## config.mk

```make
export PLATFORM = sky130hd
export DESIGN_NAME = prog_loader
export DESIGN_NICKNAME = d
export VERILOG_FILES = /design/src/rtl/prog_loader.sv
export SDC_FILE = /design/constraint.sdc
export NUM_CORES = 1
export LEC_CHECK = 0
export CORE_MARGIN = 2
export CORE_UTILIZATION = 45
export DETAILED_ROUTE_END_ITERATION = 10
export GPL_TIMING_DRIVEN = 0
export PLACE_DENSITY = 0.82
export SETUP_SLACK_MARGIN = 0.05
export SLEW_MARGIN = 0
export SYNTH_ARGS = -nofsm -noshare
export SYNTH_HDL_FRONTEND = slang
export SYNTH_SLANG_ARGS = --single-unit
```

## constraint.sdc

```tcl
create_clock -name clk -period 2.65 [get_ports clk]
set_clock_uncertainty 0.15 [all_clocks]
set_input_delay 0.53 -clock clk [delete_from_list [all_inputs] [get_ports clk]]
set_output_delay 0.53 -clock clk [all_outputs]
set_load 0.01 [all_outputs]
```

## src/rtl/prog_loader.sv

```systemverilog
// prog_loader: streams a program into imem, then runs the core for a bounded number of cycles
module prog_loader #(
  parameter int PC_START    = 300,
  parameter int DEPTH_WORDS = 256,
  parameter int RUN_CYCLES  = 48
) (
  input  logic        clk,
  input  logic        rst_n,
  input  logic        start,
  input  logic        in_valid,
  output logic        in_ready,
  input  logic [31:0] in_data,
  input  logic        in_last,
  output logic        imem_we,
  output logic [31:0] imem_addr,
  output logic [31:0] imem_wdata,
  output logic [31:0] pc_init,
  output logic        core_rst_n,
  output logic        core_run,
  input  logic        halt,
  output logic [31:0] cycle_count,
  output logic        done,
  output logic        err_overflow
);
  localparam int RC = (RUN_CYCLES == 0) ? 1 : RUN_CYCLES;
  typedef enum logic [2:0] {IDLE, LOAD, ARM, RUN, DONE} state_t;
  state_t state, state_nx;
  logic [31:0] ptr, word_cnt;
  logic xfer, full, stop, restart;
  assign in_ready = state == LOAD;
  assign core_run = state == RUN;
  assign done     = state == DONE;
  assign pc_init  = 32'(PC_START);
  assign xfer     = in_valid & in_ready;
  assign full     = word_cnt == 32'(DEPTH_WORDS - 1);
  assign stop     = (cycle_count == 32'(RC)) | halt;
  assign restart  = start & (state == IDLE || state == DONE);
  // state register
  always_ff @(posedge clk or negedge rst_n) begin
    if (!rst_n) state <= IDLE;
    else        state <= state_nx;
  end
  // next-state: load until in_last or the depth limit, one arm cycle, then run until budget or halt
  always_comb begin
    state_nx = state;
    case (state)
      IDLE:    state_nx = start ? LOAD : IDLE;
      LOAD:    state_nx = (xfer & in_last) ? ARM : (xfer & full) ? DONE : LOAD;
      ARM:     state_nx = RUN;
      RUN:     state_nx = stop ? DONE : RUN;
      DONE:    state_nx = start ? LOAD : DONE;
      default: state_nx = IDLE;
    endcase
  end
  // imem write port, word pointer, core reset release, cycle counter and overflow flag
  always_ff @(posedge clk or negedge rst_n) begin
    if (!rst_n) begin
      imem_we      <= 1'b0;
      imem_addr    <= 32'(PC_START);
      imem_wdata   <= 32'd0;
      ptr          <= 32'(PC_START);
      word_cnt     <= 32'd0;
      core_rst_n   <= 1'b0;
      cycle_count  <= 32'd0;
      err_overflow <= 1'b0;
    end else begin
      imem_we <= xfer;
      if (xfer) begin
        imem_addr  <= ptr;
        imem_wdata <= in_data;
        ptr        <= ptr + 32'd4;
        word_cnt   <= word_cnt + 32'd1;
      end
      if (restart) begin
        ptr          <= 32'(PC_START);
        word_cnt     <= 32'd0;
        core_rst_n   <= 1'b0;
        cycle_count  <= 32'd0;
        err_overflow <= 1'b0;
      end
      if (xfer & full & ~in_last) err_overflow <= 1'b1;
      if (state == ARM) begin
        core_rst_n  <= 1'b1;
        cycle_count <= 32'd1;
      end
      if (state == RUN && !stop) cycle_count <= cycle_count + 32'd1;
    end
  end
endmodule

```

==> metrics <==
antenna-violating nets left 0; YS warnings 0; EDFF count, synth 0; worst endpoint required time 1.97 ns; Final period util 95.68%; Post-Route WL 18.65 mm; wire per inst 14.69 um; CTS tree yes; clock insertion delay at the later pin of the skew report 0.43 ns; pin count of the biggest net entering global routing 107; final core utilization 61.31%; die area 0.01826 mm2; min-delay worst type reg -> reg; I/O Pins 172; grt total ovfl 0; most common cell after layout, fill and taps aside nand2_1; n_diodes 0; WP data arrival 1.86 ns; Post-Syn Area 0.007737 mm2; status complete, no violations; Crit Path Class reg -> out; Die H 135.1 um; Starting Density 46.33%; Worst setup EP type primary output; sequential area share after synthesis 52.52%; synthesized flop and latch total 162; Via Count 6560; Area Growth Syn to Fin 32.34%; Die Wd 135.1 um; Port Buf Inserts 137; Highest Clock Rate 0.3944 GHz; number of global-route vias before repair 6342; 1st-pass router iterations 5; minimum clock period after layout 2.535 ns; PD cells 769.4 mW/mm2; synthesized area per cell 9.189 um2; H-tree depth 4; final slew viol count 0; Unique masters post-synth 54; routed vias/inst 5.169; Clock transition at path regs 0.06 ns; final hold vios 0; hpwl dp 12.88 mm; layout cells sized above 1 11.25%; reg-to-reg endpoint cycle_count[28]$_DFFE_PN0P_; RSZ-0062 raised after global routing false; CP startpoint kind register; Hold WS 0.3107 ns; critical path launch point state[1]$_DFF_PN0_; # placed instances 1232; Mapped Cells 842; worst r2r src cycle_count[7]$_DFFE_PN0P_; Max-Cap Viols 0; Detailed Route Iter0 Violations 361; commonest cells after routing, fill and taps aside nand2_1, dfrtp_1, clkdlybuf4s50_1, nor2_1, nand3_1; Root Driver clkbuf_16; Setup TNS Final 0 ns; Non-Filler Instances 1269; asr flop ratio synth 100.0%; CTS max path bufs 2; Slew HR 45.90%; Slew @ Worst Pin 0.8054 ns; row count 47; CORE AREA 0.01670 mm2; Total Routing Usage GR 21.41%; total CTS buffers 17; global-route wire length before repair 31.22 mm; Max IR drop VDD 0.6121 mV; RD Place Congestion 0.8571; residual DRC count 0; CP Max Fanout 9; initial antenna violation count 0; # clock sinks 162; # setup viols final 0; Setup crit end done; R2R cell count 7; R2R Setup Slk 0.13 ns; Pleak 0.004854 uW; Most used DFF post-synth dfrtp_1; nets 1078
-- timing repair --
action                                  in CTS  in global routing
endpoints found under the setup margin      82                101
pin swaps                                    1                  1
endpoints found under the hold margin       56                  0
buffers inserted                             3                  2
resized for setup                           17                 11
hold buffers                                 1                  0
-- registers in the layout (all words and copies together) (netlist names) --
name,cells
core_rst_n,1
cycle_count,32
err_overflow,1
imem_addr,30
imem_wdata,32
imem_we,1
ptr,30
state,3
word_cnt,32
-- worst max-delay path, stage by stage, from the launching register on --
cell             delay (ns)
dfrtp_1                0.48
nor2_2                 0.18
and2_1                 0.21
clkdlybuf4s50_1        0.56
-- final cells by class --
cell class	count	area, um2
Fill cell	1396	6461
Clock buffer	19	442.9
Tap cell	220	275.3
Inverter	13	48.80
Buffer	69	412.9
Clock inverter	13	148.9
Multi-Input combinational cell	629	3392
Sequential cell	162	4068
Timing Repair Buffer	144	1451
-- metrics by stage --
| stage | setup slack (ns) | instance area (um2) | power, uW |
|---|---|---|---|
| final | 0.1146 | 10240 | 7878 |
| after global routing | 0.01721 | 10240 | 8320 |
| after CTS | 0.02782 | 10200 | 7908 |
| after detailed placement | -0.7215 | 9537 | 5362 |
| after global placement | -5.706 | 9504 | 5291 |
| after floorplan | 0.1549 | 7858 | 4229 |
-- layer usage --
metal	routed length (um)	global-route usage [%]	vias to the layer above
met3	1161	4.692	29
met4	344	7.639	0
met1	8215	28.51	3137
li1	-	-	3177
met2	8924	34.72	217
met5	0	0	-
-- cells in the mapped netlist (10+ instances only) --
master | count | area share (%)
and3_1 | 15 | 1.2
dfrtp_1 | 154 | 50
xor2_1 | 45 | 5.1
buf_1 | 11 | 0.53
o21ai_0 | 13 | 0.84
nand3_1 | 53 | 3.4
o211ai_1 | 10 | 0.97
inv_1 | 13 | 0.63
clkbuf_1 | 23 | 1.1
buf_4 | 34 | 3.3
nand2_1 | 234 | 11
nor2_1 | 70 | 3.4
nor4_1 | 17 | 1.4
xnor2_1 | 11 | 1.2
nand4_1 | 29 | 2.3
-- logic make-up (layout without fill, tap and decap cells) --
family | count (synthesis) | in the layout | share of synthesized area [%]
buf+inv | 83 | 258 | 5.789
flops | 162 | 162 | 52.52
fa+ha+maj | 4 | 4 | 0.6469
xor+xnor | 56 | 56 | 6.339
compound gates | 56 | 56 | 5.078
simple gates | 469 | 469 | 28.22
mux | 10 | 10 | 1.310
other cells | 2 | 34 | 0.09706
-- how the worst min path moves through the flow --
stage / start / to / cells past startpoint
3_3_place_gp: imem_addr[5]$_DFFE_PN1P_ / imem_addr[5]$_DFFE_PN1P_ / 2
6_report: imem_addr[2]$_DFFE_PN1P_ / imem_addr[2]$_DFFE_PN1P_ / 2
5_1_grt: imem_addr[8]$_DFFE_PN1P_ / imem_addr[8]$_DFFE_PN1P_ / 2
4_1_cts: imem_addr[2]$_DFFE_PN1P_ / imem_addr[2]$_DFFE_PN1P_ / 2
3_5_place_dp: imem_addr[2]$_DFFE_PN1P_ / imem_addr[2]$_DFFE_PN1P_ / 2
2_1_floorplan: rst_n / core_rst_n$_DFFE_PN0P_ / 0
-- where the power goes --
group | internal (uW) | leakage, uW | switching (uW)
Sequential | 2890 | 0.00217 | 269
Clock | 1430 | 0.000287 | 1060
Combinational | 1010 | 0.00239 | 1230
Total | 5320 | 0.00485 | 2550
Note: power is estimated with default switching activity, not from simulation.
